## src/rtl/key_pkg.sv

```systemverilog
// Shared definitions for the keypad event queue: FSM states, calculator key
// codes, and the raw-index-to-code decoder.
package key_pkg;

    typedef enum logic [1:0] {
        IDLE,
        HELD,
        RPT
    } key_state_t;

    localparam logic [4:0] KC_DIV = 5'h10;
    localparam logic [4:0] KC_MUL = 5'h11;
    localparam logic [4:0] KC_SUB = 5'h12;
    localparam logic [4:0] KC_ADD = 5'h13;
    localparam logic [4:0] KC_ESC = 5'h14;
    localparam logic [4:0] KC_ENT = 5'h15;
    localparam logic [4:0] KC_F4  = 5'h1A;
    localparam logic [4:0] KC_F3  = 5'h1B;
    localparam logic [4:0] KC_F2  = 5'h1C;
    localparam logic [4:0] KC_F1  = 5'h1D;
    localparam logic [4:0] KC_INV = 5'h1F;

    // Keypad is a 4x5 grid scanned row-major; digits sit in the middle columns.
    function automatic logic [4:0] map_key(input int unsigned idx);
        logic [4:0] code;
        code = KC_INV;
        case (idx)
            1:  code = KC_DIV;
            6:  code = KC_MUL;
            11: code = KC_SUB;
            16: code = KC_ADD;
            2:  code = KC_ESC;
            4:  code = KC_ENT;
            3:  code = 5'h00;
            7:  code = 5'h01;
            8:  code = 5'h02;
            9:  code = 5'h03;
            12: code = 5'h04;
            13: code = 5'h05;
            14: code = 5'h06;
            17: code = 5'h07;
            18: code = 5'h08;
            19: code = 5'h09;
            5:  code = KC_F4;
            10: code = KC_F3;
            15: code = KC_F2;
            20: code = KC_F1;
            default: code = KC_INV;
        endcase
        return code;
    endfunction

    function automatic logic is_repeatable(input logic [4:0] code);
        return (code <= 5'h09) || (code >= KC_DIV && code <= KC_ADD);
    endfunction

endpackage

```

## src/rtl/key_event_fifo.sv

```systemverilog
// First-word fall-through event FIFO; reports pushes lost to a full queue
// so the parent can keep a sticky overflow flag.
module key_event_fifo #(
    parameter int DEPTH = 4,
    parameter int WIDTH = 6
) (
    input  logic                       i_clk,
    input  logic                       i_rst,
    input  logic                       i_push,
    input  logic [WIDTH-1:0]           i_data,
    input  logic                       i_pop,
    output logic                       o_valid,
    output logic [WIDTH-1:0]           o_data,
    output logic [$clog2(DEPTH+1)-1:0] o_count,
    output logic                       o_drop
);
    localparam int PTR_W = $clog2(DEPTH);
    localparam int CNT_W = $clog2(DEPTH + 1);

    logic [WIDTH-1:0] mem [DEPTH];
    logic [PTR_W-1:0] wr_ptr;
    logic [PTR_W-1:0] rd_ptr;
    logic             empty;
    logic             full;
    logic             do_pop;
    logic             do_push;

    assign empty   = (o_count == '0);
    assign full    = (o_count == CNT_W'(DEPTH));
    assign do_pop  = i_pop && !empty;
    // A pop on the same edge frees the slot the incoming push needs.
    assign do_push = i_push && (!full || do_pop);
    assign o_drop  = i_push && full && !do_pop;
    assign o_valid = !empty;
    assign o_data  = empty ? '0 : mem[rd_ptr];

    always_ff @(posedge i_clk) begin
        if (do_push) begin
            mem[wr_ptr] <= i_data;
        end
    end

    // DEPTH is a power of two, so the pointers wrap by natural overflow.
    always_ff @(posedge i_clk or posedge i_rst) begin
        if (i_rst) begin
            wr_ptr  <= '0;
            rd_ptr  <= '0;
            o_count <= '0;
        end else begin
            if (do_push) begin
                wr_ptr <= wr_ptr + PTR_W'(1);
            end
            if (do_pop) begin
                rd_ptr <= rd_ptr + PTR_W'(1);
            end
            case ({do_push, do_pop})
                2'b10:   o_count <= o_count + CNT_W'(1);
                2'b01:   o_count <= o_count - CNT_W'(1);
                default: o_count <= o_count;
            endcase
        end
    end

endmodule

```

## src/rtl/key_event_queue.sv

```systemverilog
// Turns the held-key level from the keypad scanner into press and auto-repeat
// events, decodes them to calculator codes and queues them for the consumer.
module key_event_queue #(
    parameter int KEY_W        = 5,
    parameter int DEPTH        = 4,
    parameter int REPEAT_EN    = 1,
    parameter int REPEAT_DLY   = 25000000,
    parameter int REPEAT_PER   = 5000000,
    parameter int PASS_INVALID = 0
) (
    input  logic                       i_clk,
    input  logic                       i_rst,
    input  logic                       i_key_valid,
    input  logic [KEY_W-1:0]           i_key_value,
    input  logic                       i_ready,
    input  logic                       i_clr_ovf,
    output logic                       o_valid,
    output logic [4:0]                 o_code,
    output logic                       o_repeat,
    output logic                       o_is_digit,
    output logic [$clog2(DEPTH+1)-1:0] o_count,
    output logic                       o_overflow
);
    import key_pkg::*;

    localparam int CNT_MAX = (REPEAT_DLY > REPEAT_PER) ? REPEAT_DLY : REPEAT_PER;
    localparam int CNT_W   = $clog2(CNT_MAX + 1);
    localparam logic [CNT_W-1:0] DLY_LAST = CNT_W'(REPEAT_DLY - 1);
    localparam logic [CNT_W-1:0] PER_LAST = CNT_W'(REPEAT_PER - 1);

    logic             prev_valid;
    logic [KEY_W-1:0] key_reg;
    key_state_t       state;
    key_state_t       state_nxt;
    logic [CNT_W-1:0] hold_cnt;
    logic [CNT_W-1:0] cnt_nxt;
    logic             press;
    logic [4:0]       press_code;
    logic [4:0]       held_code;
    logic             fire;
    logic             fire_rep;
    logic [4:0]       fire_code;
    logic             ev_valid;
    logic [5:0]       ev_data;
    logic [5:0]       fifo_head;
    logic             fifo_drop;

    assign press      = i_key_valid && (!prev_valid || (i_key_value != key_reg));
    assign press_code = map_key(32'(i_key_value));
    assign held_code  = map_key(32'(key_reg));

    always_comb begin
        state_nxt = state;
        cnt_nxt   = hold_cnt;
        fire      = 1'b0;
        fire_rep  = 1'b0;
        fire_code = held_code;
        if (!i_key_valid) begin
            state_nxt = IDLE;
            cnt_nxt   = '0;
        end else if (press) begin
            state_nxt = HELD;
            cnt_nxt   = '0;
            fire      = 1'b1;
            fire_code = press_code;
        end else begin
            case (state)
                // Control keys park in HELD without counting until release.
                HELD: begin
                    if (REPEAT_EN != 0 && is_repeatable(held_code)) begin
                        if (hold_cnt == DLY_LAST) begin
                            fire      = 1'b1;
                            fire_rep  = 1'b1;
                            state_nxt = RPT;
                            cnt_nxt   = '0;
                        end else begin
                            cnt_nxt = hold_cnt + CNT_W'(1);
                        end
                    end
                end
                RPT: begin
                    if (hold_cnt == PER_LAST) begin
                        fire     = 1'b1;
                        fire_rep = 1'b1;
                        cnt_nxt  = '0;
                    end else begin
                        cnt_nxt = hold_cnt + CNT_W'(1);
                    end
                end
                default: ;
            endcase
        end
    end

    always_ff @(posedge i_clk or posedge i_rst) begin
        if (i_rst) begin
            prev_valid <= 1'b0;
            key_reg    <= '0;
            state      <= IDLE;
            hold_cnt   <= '0;
        end else begin
            prev_valid <= i_key_valid;
            if (i_key_valid) begin
                key_reg <= i_key_value;
            end
            state    <= state_nxt;
            hold_cnt <= cnt_nxt;
        end
    end

    // Unmapped keys die here so they never cost a FIFO slot.
    always_ff @(posedge i_clk or posedge i_rst) begin
        if (i_rst) begin
            ev_valid   <= 1'b0;
            ev_data    <= '0;
            o_overflow <= 1'b0;
        end else begin
            ev_valid <= fire && ((PASS_INVALID != 0) || (fire_code != KC_INV));
            ev_data  <= {fire_rep, fire_code};
            if (fifo_drop) begin
                o_overflow <= 1'b1;
            end else if (i_clr_ovf) begin
                o_overflow <= 1'b0;
            end
        end
    end

    key_event_fifo #(
        .DEPTH (DEPTH),
        .WIDTH (6)
    ) u_fifo (
        .i_clk   (i_clk),
        .i_rst   (i_rst),
        .i_push  (ev_valid),
        .i_data  (ev_data),
        .i_pop   (i_ready),
        .o_valid (o_valid),
        .o_data  (fifo_head),
        .o_count (o_count),
        .o_drop  (fifo_drop)
    );

    assign o_code     = fifo_head[4:0];
    assign o_repeat   = fifo_head[5];
    assign o_is_digit = o_valid && (fifo_head[4:0] <= 5'h09);

endmodule

```

## config.mk

```make
export PLATFORM = sky130hd
export DESIGN_NAME = key_event_queue
export DESIGN_NICKNAME = d
export VERILOG_FILES = /design/src/rtl/key_pkg.sv /design/src/rtl/key_event_fifo.sv /design/src/rtl/key_event_queue.sv
export SDC_FILE = /design/constraint.sdc
export NUM_CORES = 1
export LEC_CHECK = 0
export CAP_MARGIN = 20
export CORE_MARGIN = 8
export CORE_UTILIZATION = 65
export CTS_CLUSTER_DIAMETER = 150
export DETAILED_ROUTE_END_ITERATION = 16
export PLACE_DENSITY = 0.82
export SYNTH_ARGS = -nofsm -noshare
export SYNTH_HDL_FRONTEND = slang
export SYNTH_SLANG_ARGS = --single-unit
```

## constraint.sdc

```tcl
create_clock -name i_clk -period 4.6 [get_ports i_clk]
set_clock_uncertainty 0.05 [all_clocks]
set_input_delay 0.69 -clock i_clk [delete_from_list [all_inputs] [get_ports i_clk]]
set_output_delay 0.69 -clock i_clk [all_outputs]
set_load 0.02 [all_outputs]
```

* Word level (Yosys, flattened, before mapping) *
Memory sizes are Yosys's and may differ from the RTL's.
Cells that the tools add are included.

word-level totals
  ROM bits = 320
  register bits after elaboration = 48
  word-level logic and storage cells = 83
  output and inout bits = 12
  input bits = 10
  memories = 3
  memory bits (writable) = 24

memory list
  memory            words  width  rd ports  clocked after memory_dff  write ports  line                  source
  (name not given)  32     5      1         0                         0            key_pkg.sv:27         case (idx)
  (name not given)  32     5      1         0                         0            key_pkg.sv:27
  u_fifo.mem        4      6      1         0                         1            key_event_fifo.sv:20  logic [WIDTH-1:0] mem [DEPTH];

operators by class
  reduce and logical (&&, ||, !) cells = 20
  multiplexer cells = 27
  eq/ne operators = 14
  $add $sub $neg = 5
  order comparisons = 4

operator list
  cell                     count
  $mux W25                 5
  $pmux W25 S2             1
  $add A25 B1 Y25 const B  1
  $eq A25 B23 Y1 const B   1
  $eq A25 B25 Y1 const B   1
  $mux W1                  11
  $le A5 B4 Y1 const B     2
  $mux W2                  5
  $mux W5                  2
  $ne A3 B1 Y1 const B     3
  $logic_and A1 B1 Y1      8
  $mux W6                  1
  $pmux W3 S2              1
  $ge A5 B5 Y1 const B     1
  $le A5 B5 Y1 const B     1
  $ne A5 B5 Y1             1
  $ne A5 B5 Y1 const B     1
  $add A2 B1 Y2 const B    2
  $eq A2 B1 Y1 const B     2
  $eq A2 B2 Y1 const B     2
  $logic_not A1 Y1         4
  $ne A4 B1 Y1 const B     1
  $ne A4 B4 Y1 const B     1
  $reduce_bool A2 Y1       2
  other kinds (8)          10

* Depth between registers and ports, before layout *
An unclocked memory read counts as a cell.

  word-level depth = 9
  mapped depth = 10
  depth with buffers taken out = 9

* By module *
From an unflattened synthesis, not the netlist that was laid out.

second synthesis, totals
  cell total of the unflattened synthesis = 419
  area, all modules = 4257.8 µm²

by module, submodules not included
  module           cells an instance  area an instance (µm²)  instances  seq. area each (µm²)
  key_event_queue  341                2900.3                  1          1026.0
  key_event_fifo   78                 1357.6                  1          895.9

* Worst setup path before layout *
Ideal clock, no wire load.

  kind = reg-to-output
  start point = reg u_fifo.rd_ptr[0]
  end point = out o_is_digit
  arrival = 1.898 ns
  slack = 1.962 ns
  data required time = 3.860 ns
  stages on the path, launching flop included = 5
  buffers on the path = 1
  path through = dfrtp_1 -> clkbuf_1 -> mux4_2 -> o21a_1 -> nor3_1

between the ends
  cells in the longest elaborated chain, start to end = 4

ends and longest elaborated chain
  element                   line                    source
  start: declaration        key_event_fifo.sv:22    logic [PTR_W-1:0] rd_ptr;
  start signal: assignment  key_event_fifo.sv:54    rd_ptr <= rd_ptr + PTR_W'(1);
  $mem_v2 Z4 W6             n/a
  $mux W6                   key_event_fifo.sv:35    assign o_data = empty ? '0 : mem[rd_ptr];
  $le A5 B4 Y1              key_event_queue.sv:145  assign o_is_digit = o_valid && (fifo_head[4:0] <= 5'h09);
  $logic_and A1 B1 Y1       key_event_queue.sv:145
  end: declaration          key_event_queue.sv:20   output logic o_is_digit,

Every way passes these cells.

* Worst setup path after layout *
Ends and elaborated chain as after synthesis.

==> metrics.txt <==
status finished clean; gpl congestion 0.869; count leader, synth dfrtp_1; H-tree levels 3; sink of the worst hold path u_fifo.mem[0][0]$_DFFE_PP_; WL per Instance 16.8 um; n_diodes 0; Top Registers hold_cnt x25, u_fifo.mem x24, ev_data x6; Hold WS 0.441 ns; Crit. End Element primary output; DRT antenna net count 0; crit path DAT 2.55 ns; vias per cell 6.26; post-CTS resize count 0; Pins Over Slew Limit 0; Cells after Synth 428; pre-CTS setup slack 1.19 ns; worst path cell trace mux4_2, o21a_1, nor3_1, clkdlybuf4s50_1; largest stage delay on the critical path 0.64 ns; Post-synth EDFFs 24; max_slew headroom 36.0%; R2R setup slack 1.45 ns; FF+latch count, synth 72; hold depth 0; library cells used by synthesis 73; largest net degree at the start of global routing 49; worst-case reg-to-reg path depth 9; CP top delay family flip-flops; area grow syn2layout 9.61%; leakage 1.80 nW; grt met1 use 24.7%; CTS tree done; Total Wirelength 8.77 mm; Synth area leaders dfrtp_1 (28%), edfxtp_1 (17%), ha_1 (6.1%), a21oi_1 (3.3%), mux4_2 (3.1%); RSZ-0062 raised after global routing false; CP Class register to primary output; met2 global-route usage 30.5%; ys flop type dfrtp_1; Final period util 71.5%; final setup fails 0; Cell Pwr Density 419 nW/um2; worst setup path start u_fifo.rd_ptr[0]$_DFFE_PP0P_; non-filler cells, final 521; register area share after synthesis 44.3%; area of the core 6390 um2; busiest grt layer met2; clock buffer depth 2; WP data required 3.86 ns; IO Pins 22; initial core utilization 67.9%; die width 97.7 um; 1st-iter DRT viols 177; final core occ 74.4%; NumNets Final 471; final worst path period need 3.29 ns; Mapped Area 4340 um2; Hold WC Path Type register to register; Yosys top cell area share 27.7%; cell area after layout 4750 um2; setup_tns 0 ns; global-route wire length before repair 15.3 mm; Crit-path slowest cell dfrtp_1; Max Fclk 0.304 GHz; CP Depth 4; CTS Buf Count 9; Buf/Inv on CP 1; Worst R2R End hold_cnt[12]$_DFFE_PP0P_; # rows 29; clock sinks 72; input/output buffers 21; met3 Resource Use GR 5.48%; worst-skew pair later-pin latency 0.35 ns; hold_sp ev_data[0]$_DFF_PP0_; share of layout cells above drive strength 1 10.1%; Area after DPL 4530 um2; CP max FO 8; setup repair bufs after CTS 0; vias in the first global route 3249; # Max-Cap Violations 0; max FFs per register 25; via count 3263; DP HPWL 6.18 mm; Peak VDD IR 0.454 mV; drt pass-1 iters 4; Clk pin slew, worst setup/hold paths 0.08 ns; largest register by flop count hold_cnt; endpoints failing hold 0; die area 9540 um2; die span in y 97.7 um; initial antenna violation count 0; ys async rst share 66.7%; R2R Path Start key_reg[1]$_DFFE_PP0P_; GRT Util Overall 19.4%; DRC viols 0; yosys warns 0; critical path launch point type register; CTS root buffer clkbuf_8; placed cells 504; syn_area_per_cell 10.1 um2; Final WS setup 1.31 ns; GRT Residual Overflow 0; Tot Pwr 1.99 mW; Mapped Nets 460; cts hold-fix bufs 0; actual slew at the worst max-slew pin 0.960 ns; Synth area leader dfrtp_1; most frequent cells after synthesis dfrtp_1 (48), nor2_1 (33), nand2_1 (30)
-- placed cells by master (no fill, tap or decap), types with 3 or more instances in the layout --
cell,synthesis,routed
a31oi_1,5,5
nor4_1,3,3
xnor2_1,6,6
or3_1,5,5
clkdlybuf4s50_1,0,21
nor2_1,33,33
nor2b_1,6,6
and2_1,12,12
ha_1,21,21
nand4_1,6,6
a211oi_1,3,3
o211a_1,3,3
nand3b_1,3,3
mux4_2,6,6
nor3_1,11,11
o21ai_1,19,19
edfxtp_1,24,24
mux2i_1,7,7
a21oi_1,29,29
inv_1,22,21
clkbuf_8,0,9
and3_1,3,3
nand4b_1,4,4
o21a_1,3,3
dfrtp_1,48,48
nand2_1,30,30
and4_1,3,3
o21ai_0,13,13
or4_1,8,8
nand3_1,10,10
nor4b_1,4,4
xor2_1,7,7
-- cells by family (layout without fill, tap and decap cells) --
group	count (synthesis)	after routing	share of synthesized area (%)
adder cells (fa/ha/maj)	22	22	6.52
multiplexers	17	17	5.77
XOR/XNOR	13	13	2.63
flip-flops	72	72	44.3
AO/OA/AOI/OAI	99	99	15.3
buffers and inverters	46	62	4.73
AND/OR/NAND/NOR	159	159	20.8
-- layer usage --
layer	wire length [um]	share of wire, %
met1	3940	45
met2	4240	48
met3	488	5.6
met4	97	1.1
met5	0	0
-- layout make-up --
type | count | area, um2
Multi-Input combinational cell | 310 | 2210
Sequential cell | 72 | 1920
Fill cell | 433 | 1630
Timing Repair Buffer | 23 | 238
Clock buffer | 9 | 124
Tap cell | 77 | 96.3
Inverter | 23 | 86.3
Clock inverter | 7 | 77.6
-- power breakdown --
group          internal [mW]  switching, mW
clock network          0.255          0.252
logic                  0.309          0.333
registers              0.757         0.0863
total                   1.32          0.671
-- worst max-delay path by stage --
stage | end | slack [ns]
after floorplan | o_is_digit | 1.96
final | o_is_digit | 1.31
after global routing | o_is_digit | 1.11
after global placement | hold_cnt[6]$_DFFE_PP0P_ | 1.33
after CTS | o_is_digit | 1.27
after detailed placement | hold_cnt[6]$_DFFE_PP0P_ | 1.19
-- worst register-to-register path, stage by stage (launching register included) --
cell and delay (ns):
dfrtp_1 0.51, inv_1 0.24, ha_1 0.33, mux2i_1 0.11, a22o_2 0.26, o22ai_1 0.26
o211ai_4 0.15, o21ai_2 0.78, o21ai_0 0.22, a21oi_1 0.17
Note: power is estimated with default switching activity, not from simulation.
